**config.mk**
```make
export PLATFORM = sky130hd
export DESIGN_NAME = servo_scan_sequencer
export DESIGN_NICKNAME = d
export VERILOG_FILES = /design/src/rtl/scan_pkg.sv /design/src/rtl/frame_timer.sv /design/src/rtl/servo_scan_sequencer.sv
export SDC_FILE = /design/constraint.sdc
export NUM_CORES = 1
export LEC_CHECK = 0
export ABC_AREA = 1
export ABC_CLOCK_PERIOD_IN_PS = 2200
export CORE_ASPECT_RATIO = 0.7
export CORE_MARGIN = 2
export CORE_UTILIZATION = 45
export DETAILED_ROUTE_END_ITERATION = 12
export PLACE_DENSITY = 0.73
export SLEW_MARGIN = 20
export SYNTH_ARGS = -nofsm -noshare
export SYNTH_HDL_FRONTEND = slang
export SYNTH_SLANG_ARGS = --single-unit
export TNS_END_PERCENT = 100
```
**constraint.sdc**
```tcl
create_clock -name clk -period 2.2 [get_ports clk]
set_clock_uncertainty 0.2 [all_clocks]
set_input_delay 0.44 -clock clk [delete_from_list [all_inputs] [get_ports clk]]
set_output_delay 0.44 -clock clk [all_outputs]
set_load 0.02 [all_outputs]
```
**src/rtl/scan_pkg.sv**
```systemverilog
`default_nettype none
// ============================================================================
// Module : scan_pkg
// Brief  : Shared types and default timing constants for the LiDAR head scan
//          sequencer and the servo PWM generators, so both agree on the frame
//          period and the duty-word encoding.
// Rev    : 1.0  initial release
// ============================================================================
package scan_pkg;

  // Duty word written to the servo PWM generators.
  typedef logic [31:0] duty_t;

  // Scan sequencer states.
  typedef enum logic [2:0] {
    S_IDLE    = 3'd0,
    S_MOVE    = 3'd1,
    S_SETTLE  = 3'd2,
    S_SAMPLE  = 3'd3,
    S_ADVANCE = 3'd4,
    S_PARK    = 3'd5
  } scan_state_t;

  // Default timing constants. The PWM generator wraps at the same
  // FRAME_TICKS, so a frame is FRAME_TICKS+1 clocks in both blocks.
  localparam int unsigned DEF_FRAME_TICKS   = 2000000;
  localparam int unsigned DEF_PULSE_MIN     = 100000;
  localparam int unsigned DEF_PULSE_STEP    = 5555;
  localparam int unsigned DEF_YAW_STEPS     = 181;
  localparam int unsigned DEF_PITCH_STEPS   = 46;
  localparam int unsigned DEF_SETTLE_FRAMES = 3;
  localparam int unsigned DEF_PARK_DUTY     = 150000;

endpackage : scan_pkg
`default_nettype wire

```
**src/rtl/frame_timer.sv**
```systemverilog
`default_nettype none
// ============================================================================
// Module : frame_timer
// Brief  : Free-running frame counter 0..FRAME_TICKS. frame_end_o is high
//          during the last cycle of each frame, so logic registering on it
//          updates in the first cycle of the next frame (counter = 0).
// Ports  : clk          in   clock
//          reset        in   synchronous, active-high reset (counter -> 0)
//          frame_end_o  out  high when counter == FRAME_TICKS
// Rev    : 1.0  initial release
// ============================================================================
module frame_timer
  import scan_pkg::*;
#(
  parameter int unsigned FRAME_TICKS = DEF_FRAME_TICKS
) (
  input  logic clk,
  input  logic reset,
  output logic frame_end_o
);

  localparam int unsigned c_cnt_w = (FRAME_TICKS > 0) ? $clog2(FRAME_TICKS + 1) : 1;
  localparam logic [c_cnt_w-1:0] c_last = c_cnt_w'(FRAME_TICKS);

  logic [c_cnt_w-1:0] count_q;
  logic [c_cnt_w-1:0] count_d;
  logic               w_frame_end;

  always_comb begin
    w_frame_end = (count_q == c_last);
    count_d     = w_frame_end ? '0 : count_q + c_cnt_w'(1);
  end

  always_ff @(posedge clk) begin
    if (reset) begin
      count_q <= '0;
    end else begin
      count_q <= count_d;
    end
  end

  assign frame_end_o = w_frame_end;

endmodule : frame_timer
`default_nettype wire

```
**src/rtl/servo_scan_sequencer.sv**
```systemverilog
`default_nettype none
// ============================================================================
// Module : servo_scan_sequencer
// Brief  : Raster-scan sequencer for the LiDAR head yaw/pitch servos. Duty
//          words change only in the first cycle of a frame; each grid point
//          is held for SETTLE_FRAMES frames, then a sample is requested and
//          the scan advances on acknowledge. Duty words are kept in
//          incremental accumulators (duty = PULSE_MIN + idx*PULSE_STEP).
// Config : SCAN_SERPENTINE_EN - when defined, odd pitch rows traverse yaw in
//          descending order instead of restarting at index 0.
// Ports  : clk, reset            clock, synchronous active-high reset
//          start_i, abort_i      scan start / abort pulses
//          sample_ack_i          LiDAR capture accepted the point
//          yaw_duty_o            duty word to yaw PWM generator
//          pitch_duty_o          duty word to pitch PWM generator
//          sample_req_o          sample request at the current point
//          yaw_idx_o/pitch_idx_o current grid indices
//          busy_o                high outside IDLE
//          done_o                one-cycle pulse at completion or abort
// Rev    : 1.0  initial release
// ============================================================================
module servo_scan_sequencer
  import scan_pkg::*;
#(
  parameter int unsigned FRAME_TICKS   = DEF_FRAME_TICKS,
  parameter int unsigned PULSE_MIN     = DEF_PULSE_MIN,
  parameter int unsigned PULSE_STEP    = DEF_PULSE_STEP,
  parameter int unsigned YAW_STEPS     = DEF_YAW_STEPS,
  parameter int unsigned PITCH_STEPS   = DEF_PITCH_STEPS,
  parameter int unsigned SETTLE_FRAMES = DEF_SETTLE_FRAMES,
  parameter int unsigned PARK_DUTY     = DEF_PARK_DUTY
) (
  input  logic        clk,
  input  logic        reset,
  input  logic        start_i,
  input  logic        abort_i,
  input  logic        sample_ack_i,
  output logic [31:0] yaw_duty_o,
  output logic [31:0] pitch_duty_o,
  output logic        sample_req_o,
  output logic [7:0]  yaw_idx_o,
  output logic [7:0]  pitch_idx_o,
  output logic        busy_o,
  output logic        done_o
);

  localparam duty_t      c_pulse_min  = duty_t'(PULSE_MIN);
  localparam duty_t      c_step       = duty_t'(PULSE_STEP);
  localparam duty_t      c_park       = duty_t'(PARK_DUTY);
  localparam logic [7:0] c_yaw_last   = 8'(YAW_STEPS - 1);
  localparam logic [7:0] c_pitch_last = 8'(PITCH_STEPS - 1);
  localparam logic [7:0] c_settle     = 8'(SETTLE_FRAMES);

  logic w_frame_end;

  frame_timer #(
    .FRAME_TICKS (FRAME_TICKS)
  ) u_frame_timer (
    .clk         (clk),
    .reset       (reset),
    .frame_end_o (w_frame_end)
  );

  scan_state_t state_q, state_d;
  logic [7:0]  yaw_idx_q, yaw_idx_d;
  logic [7:0]  pitch_idx_q, pitch_idx_d;
  duty_t       yaw_acc_q, yaw_acc_d;
  duty_t       pitch_acc_q, pitch_acc_d;
  duty_t       yaw_duty_q, yaw_duty_d;
  duty_t       pitch_duty_q, pitch_duty_d;
  logic [7:0]  settle_q, settle_d;
  logic        req_q, req_d;
  logic        done_q, done_d;
  logic        w_rev;      // current row runs yaw downwards
  logic        w_row_end;  // yaw index at the last point of this row

  always_comb begin
    state_d      = state_q;
    yaw_idx_d    = yaw_idx_q;
    pitch_idx_d  = pitch_idx_q;
    yaw_acc_d    = yaw_acc_q;
    pitch_acc_d  = pitch_acc_q;
    yaw_duty_d   = yaw_duty_q;
    pitch_duty_d = pitch_duty_q;
    settle_d     = settle_q;
    req_d        = 1'b0;
    done_d       = 1'b0;

`ifdef SCAN_SERPENTINE_EN
    w_rev = pitch_idx_q[0];
`else
    w_rev = 1'b0;
`endif
    w_row_end = w_rev ? (yaw_idx_q == 8'd0) : (yaw_idx_q == c_yaw_last);

    case (state_q)
      S_IDLE: begin
        // Start wins over a coincident abort simply because abort is not
        // looked at here.
        if (start_i) begin
          yaw_idx_d   = 8'd0;
          pitch_idx_d = 8'd0;
          yaw_acc_d   = c_pulse_min;
          pitch_acc_d = c_pulse_min;
          state_d     = S_MOVE;
        end
      end

      S_MOVE: begin
        if (abort_i) begin
          state_d = S_PARK;
        end else if (w_frame_end) begin
          yaw_duty_d   = yaw_acc_q;
          pitch_duty_d = pitch_acc_q;
          settle_d     = 8'd0;
          state_d      = S_SETTLE;
        end
      end

      S_SETTLE: begin
        if (abort_i) begin
          state_d = S_PARK;
        end else if (w_frame_end) begin
          settle_d = settle_q + 8'd1;
          if (settle_q + 8'd1 == c_settle) begin
            state_d = S_SAMPLE;
          end
        end
      end

      S_SAMPLE: begin
        // Request rises one cycle after entry; an ack is only honoured
        // while the request is already visible.
        if (abort_i) begin
          state_d = S_PARK;
        end else if (req_q && sample_ack_i) begin
          state_d = S_ADVANCE;
        end else begin
          req_d = 1'b1;
        end
      end

      S_ADVANCE: begin
        if (abort_i) begin
          state_d = S_PARK;
        end else if (!w_row_end) begin
          if (w_rev) begin
            yaw_idx_d = yaw_idx_q - 8'd1;
            yaw_acc_d = yaw_acc_q - c_step;
          end else begin
            yaw_idx_d = yaw_idx_q + 8'd1;
            yaw_acc_d = yaw_acc_q + c_step;
          end
          state_d = S_MOVE;
        end else if (pitch_idx_q < c_pitch_last) begin
          pitch_idx_d = pitch_idx_q + 8'd1;
          pitch_acc_d = pitch_acc_q + c_step;
`ifndef SCAN_SERPENTINE_EN
          yaw_idx_d   = 8'd0;
          yaw_acc_d   = c_pulse_min;
`endif
          state_d     = S_MOVE;
        end else begin
          state_d = S_PARK;
        end
      end

      S_PARK: begin
        if (w_frame_end) begin
          yaw_duty_d   = c_park;
          pitch_duty_d = c_park;
          done_d       = 1'b1;
          state_d      = S_IDLE;
        end
      end

      default: begin
        state_d = S_IDLE;
      end
    endcase
  end

  always_ff @(posedge clk) begin
    if (reset) begin
      state_q      <= S_IDLE;
      yaw_idx_q    <= 8'd0;
      pitch_idx_q  <= 8'd0;
      yaw_acc_q    <= c_pulse_min;
      pitch_acc_q  <= c_pulse_min;
      yaw_duty_q   <= c_park;
      pitch_duty_q <= c_park;
      settle_q     <= 8'd0;
      req_q        <= 1'b0;
      done_q       <= 1'b0;
    end else begin
      state_q      <= state_d;
      yaw_idx_q    <= yaw_idx_d;
      pitch_idx_q  <= pitch_idx_d;
      yaw_acc_q    <= yaw_acc_d;
      pitch_acc_q  <= pitch_acc_d;
      yaw_duty_q   <= yaw_duty_d;
      pitch_duty_q <= pitch_duty_d;
      settle_q     <= settle_d;
      req_q        <= req_d;
      done_q       <= done_d;
    end
  end

  assign yaw_duty_o   = yaw_duty_q;
  assign pitch_duty_o = pitch_duty_q;
  // Abort withdraws the request in the very cycle it is seen.
  assign sample_req_o = req_q & ~abort_i;
  assign yaw_idx_o    = yaw_idx_q;
  assign pitch_idx_o  = pitch_idx_q;
  assign busy_o       = (state_q != S_IDLE);
  assign done_o       = done_q;

endmodule : servo_scan_sequencer
`default_nettype wire

```
======== Word-level counts from Yosys, hierarchy flattened ========
Cells that the tools add are included.
word-level totals
  register bits ........................... 178
  bits in latches ......................... 0
  memory bits (writable) .................. 0
  ROM bits ................................ 0
  bits of input ports ..................... 5
  output and inout bits ................... 83
  logic and storage cells ................. 103
  memories kept ........................... 0
operators by class
  add/subtract/negate cells ............... 6
  $mul .................................... 0
  divide/modulo/power cells ............... 0
  $lt $le $gt $ge ......................... 1
  equality and inequality tests ........... 22
  shift operators ......................... 0
  mux-type cells .......................... 45
  bitwise gates (word level) .............. 4
  reductions and logical operators ........ 14
operators with widths
  cell                                                  count
  two-way mux 32 bit                                    12
  case mux 32 bit (2 select lines)                      4
  two-way mux 8 bit                                     11
  adder 32 x 13 -> 32 bit (second input constant)       2
  case mux 8 bit (2 select lines)                       3
  two-way mux 3 bit                                     12
  adder 8 x 1 -> 8 bit (second input constant)          3
  adder 21 x 1 -> 21 bit (second input constant)        1
  equality test 21 bit (second input constant)          1
  case mux 3 bit (6 select lines)                       1
  != test 2 bit (second input constant)                 6
  AND reduction 5 bit                                   2
  != test 3 bit (second input constant)                 3
  equality test 8 x 2 -> 1 bit (second input constant)  1
  equality test 8 bit (second input constant)           1
  < comparator 8 x 6 -> 1 bit (second input constant)   1
  AND reduction 4 bit                                   2
  equality test 3 x 2 -> 1 bit (second input constant)  2
  equality test 3 bit (second input constant)           2
  != test 2 x 1 -> 1 bit (second input constant)        3
  != test 3 x 2 -> 1 bit (second input constant)        2
  AND reduction 6 bit                                   1
  nonzero test 2 bit                                    3
  OR reduction 2 bit                                    2
  other kinds (8)                                       11

======== Longest topological paths before layout ========
Gate-level depths: netlist (run 1).
  word-level depth ........................ 6
  gate-level depth with buffers ........... 13
  mapped depth without buffers ............ 13

======== Cells and area by module ========
Synthesis (run 1) repeated with hierarchy kept, for this count alone.
unflattened totals
  cells, all modules ...................... 1319
  area, all modules ....................... 8974.9 um^2
by module, submodules not included
  module                instances  cells an instance  area an instance (um^2)  seq. area each (um^2)
  servo_scan_sequencer  1          1142               7800.0                   3143.0
  frame_timer           1          177                1174.9                   420.4

======== Worst setup path before layout (run 1) ========
OpenSTA, ideal clock, no wires.
  path type ............................... register to register
  start ................................... register yaw_idx_q[0] (netlist: yaw_idx_o[0])
  end ..................................... register pitch_acc_q[27]
  setup time .............................. 0.113 ns
  data arrival time ....................... 1.656 ns
  data required time ...................... 1.887 ns
  setup slack ............................. 0.231 ns
  cell stages (with the launch flop) ...... 13
  buffers on the path ..................... 1
  clock period less this slack ............ 1.969 ns
  cell sequence ........................... dfxtp_1 > inv_1 > ha_1 > nand2_1 > nor2_1 > nand3_1 > nand2_2 > nand3_4 > o21ai_4 > inv_2 > buf_6 > nand2_1 > nor2_1
between the ends
  longest elaborated chain between the ends .. 3
RTL lines
  element                        line                         RTL
  start, declared                servo_scan_sequencer.sv:65   logic [7:0] yaw_idx_q, yaw_idx_d;
  start signal, assigned         servo_scan_sequencer.sv:197  yaw_idx_q <= yaw_idx_d;
  equality test 8 bit            servo_scan_sequencer.sv:94   w_row_end = w_rev ? (yaw_idx_q == 8'd0) : (yaw_idx_q == c_yaw_last);
  != test 2 bit (no line)        n/a
  AND reduction 5 bit (no line)  n/a
  end signal, assigned           servo_scan_sequencer.sv:189  pitch_acc_q <= c_pulse_min;
  end signal, assigned           servo_scan_sequencer.sv:200  pitch_acc_q <= pitch_acc_d;
  end, declared                  servo_scan_sequencer.sv:68   duty_t pitch_acc_q, pitch_acc_d;
No other way between the ends.
A chain may end at the register's enable or synchronous reset.

======== Worst setup path in the final report (run 1) ========
  start ................................... register pitch_duty_q[1] (netlist: pitch_duty_o[1])
  end ..................................... output port pitch_duty_o[1]
RTL lines
  element                 line                         RTL
  start, declared         servo_scan_sequencer.sv:70   duty_t pitch_duty_q, pitch_duty_d;
  start signal, assigned  servo_scan_sequencer.sv:191  pitch_duty_q <= c_park;
  start signal, assigned  servo_scan_sequencer.sv:202  pitch_duty_q <= pitch_duty_d;
  end, declared           servo_scan_sequencer.sv:39   output logic [31:0] pitch_duty_o,
No word-level cell between the ends.

==> results.json, run 1 <==
{
  "synthesis.nets": 1442,
  "synth_top_family_by_area": "simple AND/OR/NAND/NOR gates",
  "synth_edf_count": 0,
  "initial_core_util_pct": 46.1,
  "start_kind": "flip-flop",
  "routed_wl_mm": 25.0,
  "min_from": "pitch_idx_o[6]$_SDFFE_PP0P_",
  "wl_per_cell_um": 13.7,
  "endpoint_kind": "output pin",
  "setup_slack_ps": 43.3,
  "ant_nets": 0,
  "antenna_found_initial": 0,
  "io_pins": 88,
  "synthFlopType": "dfxtp_1",
  "leakagePower_uw": 0.00468,
  "worst-slew-pin-transition_ps": 485,
  "yosysSeqAreaShare_pct": 38.9,
  "final_util_pct": 57.2,
  "dp_cells": 1782,
  "ctsHoldBuffers": 0,
  "finalCritPeriodShare_pct": 98.0,
  "avgSynthCellArea_um2": 6.43,
  "p_per_area_nw_per_um2": 993,
  "hold_depth": 2,
  "path_buf_inv": 1,
  "synth-simple-area-share_pct": 37.3,
  "vdd_ir_drop_max_mv": 0.601,
  "slew_headroom_pct": 67.4,
  "cts_root_buffer": "clkbuf_16",
  "layout_common_cells": "nor2_1, nand2_1, dfxtp_1",
  "drive_gt1_share_pct": 8.25,
  "ys_warn_count": 0,
  "cts_max_path_buffers": 2,
  "die_w_um": 175,
  "clk_pin_slew_ps": 70,
  "drcViolationCount": 0,
  "drt_pass1_iterations": 5,
  "r2r-end": "pitch_acc_q[13]$_SDFFE_PP0P_",
  "drv_cap": 0,
  "setup-violations-final": 0,
  "synth_mux_area_share_pct": 0,
  "overflow": 0,
  "synthDistinctLibCells": 41,
  "antenna_cells": 0,
  "syn2layout_area_growth_pct": 24.3,
  "critical-path-top-delay-family": "buffers and inverters",
  "grt_first_pass_wirelength_mm": 40.3,
  "numCtsBuffers": 17,
  "grt_max_degree": 65,
  "gp_congestion": 0.909,
  "hpwlAfterDp_mm": 17.9,
  "cp_max_fo": 2,
  "rows": 43,
  "final_common_cell": "nor2_1",
  "grt_util_all_layers_pct": 23.1,
  "synth_compound_area_share_pct": 11.5,
  "cts.sinks": 178,
  "netlist_instances": 1427,
  "vias_per_cell": 5.14,
  "die_area_um2": 21600,
  "vias": 9367,
  "dieHeight_um": 123,
  "port_buffers": 87,
  "worstHoldEndpoint": "pitch_idx_o[6]$_SDFFE_PP0P_",
  "fmaxAchievable_mhz": 464,
  "max_stage_delay_ps": 640,
  "clkLatencyLatePin_ps": 450,
  "synth_fa_ha_area_share_pct": 1.36,
  "power.total_uw": 11300,
  "worstPathRequired_ps": 1560,
  "status": "complete, no violations",
  "cts_max_level": 4,
  "cts_tree": "done",
  "netlist_area_um2": 9170,
  "layout.nets": 1554,
  "crit_slowest_cell": "clkdlybuf4s50_1",
  "rr_worst_depth": 9,
  "rrSetupSlack_ps": 100,
  "drt_iter0_drc": 769,
  "rr_startpoint": "state_q[2]$_SDFFE_PP0P_",
  "core_area_um2": 19900,
  "synthArstFlopShare_pct": 0,
  "dp_slack_ps": -227,
  "hold_violations": 0,
  "grt_pass1_vias": 8483,
  "cp.arrival_ps": 1520,
  "crit_type": "flip-flop to output pin",
  "fin_cells": 1822,
  "period_needed_ps": 2160,
  "path_cells": "clkdlybuf4s50_1",
  "ys_seq_elements": 178,
  "slew_viol_final": 0,
  "hold_class": "flip-flop to flip-flop",
  "synth-xor-area-share_pct": 1.62
}
-- Yosys cell counts, types with 4 or more instances --
cell type / instances / area (um^2)
a21oi_1: 90 / 450
buf_2: 8 / 40.0
buf_4: 6 / 45.0
buf_6: 6 / 67.6
clkbuf_1: 29 / 109
dfxtp_1: 178 / 3560
ha_1: 10 / 125
inv_1: 152 / 571
inv_2: 4 / 15.0
nand2_1: 279 / 1050
nand3_1: 84 / 420
nand4_1: 25 / 156
nor2_1: 356 / 1340
nor3_1: 27 / 135
nor3_2: 7 / 70.1
nor3b_1: 6 / 45.0
nor4_1: 7 / 43.8
o21ai_0: 97 / 485
o21ai_1: 6 / 30.0
or2_2: 5 / 31.3
xor2_1: 16 / 140
-- flip-flops by register name, summed over array words and instances (netlist names) --
register and flops:
pitch_acc_q 32, yaw_idx_o 8, pitch_idx_o 8, state_q 3, pitch_duty_o 32, yaw_acc_q 32
u_frame_timer.count_q 21, done_o 1, settle_q 8, yaw_duty_o 32, req_q 1
-- tightest hold or removal path, cell delays in order, from the launching register on --
cell and delay [ps]:
dfxtp_1 330, nand2_1 60, nor2_1 30
-- how the worst max path moves through the flow --
stage | from | endpoint | slack (ps) | depth (start not counted)
after floorplan | yaw_idx_o[0]$_SDFFE_PP0P_ | pitch_acc_q[27]$_SDFFE_PP0P_ | 230 | 12
after global placement | abort_i | pitch_acc_q[20]$_SDFFE_PP0P_ | -190 | 12
after detailed placement | abort_i | pitch_acc_q[20]$_SDFFE_PP0P_ | -230 | 12
after CTS | yaw_idx_o[3]$_SDFFE_PP0P_ | yaw_idx_o[3] | 20 | 1
after global routing | yaw_idx_o[0]$_SDFFE_PP0P_ | pitch_acc_q[13]$_SDFFE_PP0P_ | -20 | 11
final | pitch_duty_o[1]$_SDFFE_PP0P_ | pitch_duty_o[1] | 40 | 1
-- what timing repair did --
action | 4_1_cts | 5_1_grt
gates resized for setup | 2 | 19
gates cloned | 0 | 2
endpoints found under the setup margin | 2 | 36
buffers inserted | 0 | 6
pin swaps | 0 | 4
-- layout make-up --
class | instances | area [um^2]
inverters | 158 | 596
clock buffers | 18 | 439
multi-input cells | 1041 | 4800
repair buffers | 143 | 1470
fillers | 1925 | 8510
flip-flops and latches | 178 | 3560
well taps | 270 | 338
clock inverters | 14 | 184
-- through the flow --
step           hold slack, ps  area (um^2)  setup TNS, ps
2_1_floorplan             230         9170              0
3_3_place_gp              246        10600          -8280
3_5_place_dp              250        10600         -11460
4_1_cts                   264        11200              0
5_1_grt                   273        11400          -35.4
6_report                  258        11400              0
-- metal layers --
metal / global-route usage, % / vias to the layer above / part of all wire, %
met5: 0 / - / 0
met1: 32.1 / 4304 / 49
met3: 3.75 / 18 / 5.4
met4: 5.89 / 0 / 0.95
met2: 37.6 / 269 / 44
li1: - / 4776 / -
-- cells by family after synthesis --
kind of cell | Yosys count
AOI/OAI and AO/OA | 204
buffers and inverters | 208
adders and majority gates | 10
xor gates and xnor gates | 17
and+or+nand+nor | 810
DFF | 178
-- power breakdown --
part | switching, uW | internal [uW]
clock | 1470 | 1770
sequential | 257 | 3470
combinational | 2690 | 1660
total | 4410 | 6900
(Power assumes the default switching activity.)
==> inputs of run 2 (changes only) <==
--- a/config.mk
+++ b/config.mk
@@ -11,9 +11,9 @@
 export CORE_MARGIN = 2
 export CORE_UTILIZATION = 45
 export DETAILED_ROUTE_END_ITERATION = 12
-export PLACE_DENSITY = 0.73
+export PLACE_DENSITY = 0.7
 export SLEW_MARGIN = 20
 export SYNTH_ARGS = -nofsm -noshare
 export SYNTH_HDL_FRONTEND = slang
 export SYNTH_SLANG_ARGS = --single-unit
-export TNS_END_PERCENT = 100
+export TNS_END_PERCENT = 20
==> run 2 against run 1 <==
Effect of this change: utilization increased by 0.60 points; worst setup slack improved by 4.1 ps; hold slack improved by 0.98 ps; highest routed layer unchanged.
==> results.json, run 2 (synthesis gave the netlist of run 1 again) <==
{
  "cts_max_level": 4,
  "grt_max_degree": 65,
  "layout.nets": 1563,
  "setup-violations-final": 0,
  "slew_viol_final": 0,
  "layout_common_cells": "nor2_1, nand2_1, dfxtp_1",
  "hpwlAfterDp_mm": 17.8,
  "period_needed_ps": 2150,
  "crit_type": "flip-flop to output pin",
  "initial_core_util_pct": 46.1,
  "cts_root_buffer": "clkbuf_16",
  "drcViolationCount": 0,
  "antenna_found_initial": 0,
  "drv_cap": 0,
  "p_per_area_nw_per_um2": 961,
  "vias_per_cell": 5.18,
  "die_area_um2": 21600,
  "overflow": 0,
  "dp_slack_ps": -258,
  "syn2layout_area_growth_pct": 25.6,
  "endpoint_kind": "output pin",
  "grt_pass1_vias": 8339,
  "start_kind": "flip-flop",
  "ant_nets": 0,
  "port_buffers": 87,
  "rows": 43,
  "slew_headroom_pct": 64.8,
  "ctsHoldBuffers": 0,
  "clk_pin_slew_ps": 80,
  "design_area_um2": 11500,
  "hold_violations": 0,
  "fmaxAchievable_mhz": 465,
  "worstPathRequired_ps": 1560,
  "gp_congestion": 0.932,
  "cp_max_fo": 3,
  "max_stage_delay_ps": 600,
  "drive_gt1_share_pct": 8.84,
  "drt_pass1_iterations": 6,
  "finalCritPeriodShare_pct": 97.8,
  "path_cells": "buf_4 > clkdlybuf4s50_1",
  "routed_wl_mm": 25.9,
  "antenna_cells": 0,
  "critical-path-top-delay-family": "buffers and inverters",
  "post_dp_cell_area_um2": 10700,
  "grt_util_all_layers_pct": 23.4,
  "dieHeight_um": 123,
  "leakagePower_uw": 0.00477,
  "drt_iter0_drc": 883,
  "crit_slowest_cell": "clkdlybuf4s50_1",
  "core_area_um2": 19900,
  "cp.arrival_ps": 1510,
  "status": "complete, no violations",
  "setup_slack_ps": 47.4,
  "io_pins": 88,
  "final_common_cell": "nor2_1",
  "rsz0062_at_grt": "yes",
  "clkLatencyLatePin_ps": 440,
  "vdd_ir_drop_max_mv": 0.528,
  "worst-slew-pin-transition_ps": 524,
  "cts_tree": "done",
  "cts.sinks": 178,
  "cts_max_path_buffers": 2,
  "hold_class": "flip-flop to flip-flop",
  "numCtsBuffers": 17,
  "die_w_um": 175,
  "wl_per_cell_um": 14.2,
  "vias": 9476,
  "path_buf_inv": 2,
  "grt_first_pass_wirelength_mm": 41.0
}
==> run 2: cell count changes in the layout (fill, tap and decap cells not counted), moves of 3 or more <==
cell       previous run  this run
clkbuf_16            19        22
inv_8                 5         2
nand3_2               4         1
inv_6                 3         6
buf_4                43        48
clkinv_8              1         5
==> run 2: what timing repair did <==
action,CTS,global route
pin swaps,0,4
cloned,0,5
gates resized for setup,4,23
endpoints found under the setup margin,3,62
buffers inserted,0,4
==> run 2: layout make-up <==
| type | instances | area (um^2) |
|---|---|---|
| Clock buffer | 17 | 425 |
| Clock inverter | 15 | 181 |
| Fill cell | 1887 | 8390 |
| Inverter | 158 | 598 |
| Multi-Input combinational cell | 1041 | 4800 |
| Sequential cell | 178 | 3570 |
| Tap cell | 270 | 338 |
| Timing Repair Buffer | 152 | 1610 |
==> run 2: where the power goes <==
part / switching (uW) / leakage (uW) / total [uW] / internal (uW)
sequential: 297 / 0.00144 / 3770 / 3470
combinational: 2590 / 0.00303 / 4210 / 1610
clock: 1540 / 0.000295 / 3090 / 1550
total: 4430 / 0.00477 / 11100 / 6630
==> run 2: worst paths after layout <==
check                                endpoint                           startpoint  slack [ps]  depth (start not counted)
setup / recovery                 yaw_idx_o[1]            yaw_idx_o[1]$_SDFFE_PP0P_          50                          2
hold / removal    pitch_idx_o[6]$_SDFFE_PP0P_          pitch_idx_o[6]$_SDFFE_PP0P_         260                          2
setup reg to reg  yaw_duty_o[25]$_SDFFE_PP0P_  u_frame_timer.count_q[0]$_SDFF_PP0_          90                         10
hold reg to reg   pitch_idx_o[6]$_SDFFE_PP0P_          pitch_idx_o[6]$_SDFFE_PP0P_         260                          2
==> run 2: routing by layer <==
layer	up-vias	global-route usage, %	wire [um]
met5	-	0	0
met4	0	7.14	401
met3	37	3.84	1810
met2	339	35.6	10900
met1	4308	34.1	12800
li1	4792	-	-
==> run 2: through the flow <==
stage               util [%]  instances  hold WS (ps)  total power, uW  TNS [ps]
detailed placement      53.7       1790           248             7730    -12650
CTS                     56.7       1822           261            10800         0
floorplan                  -       1427           230             6400         0
global placement        53.7       1790           243             7670    -11950
global route            57.8       1831           274            11700      -189
finish                  57.8       1831           259            11100         0
==> run 2: worst reg2reg max path: cells and delay by family (launching register included) <==
kind	cells	cell delay [ps]
buffers and inverters	4	580
adders and majority gates	1	180
AOI/OAI and AO/OA	1	200
and+or+nand+nor	4	500
DFF	1	340
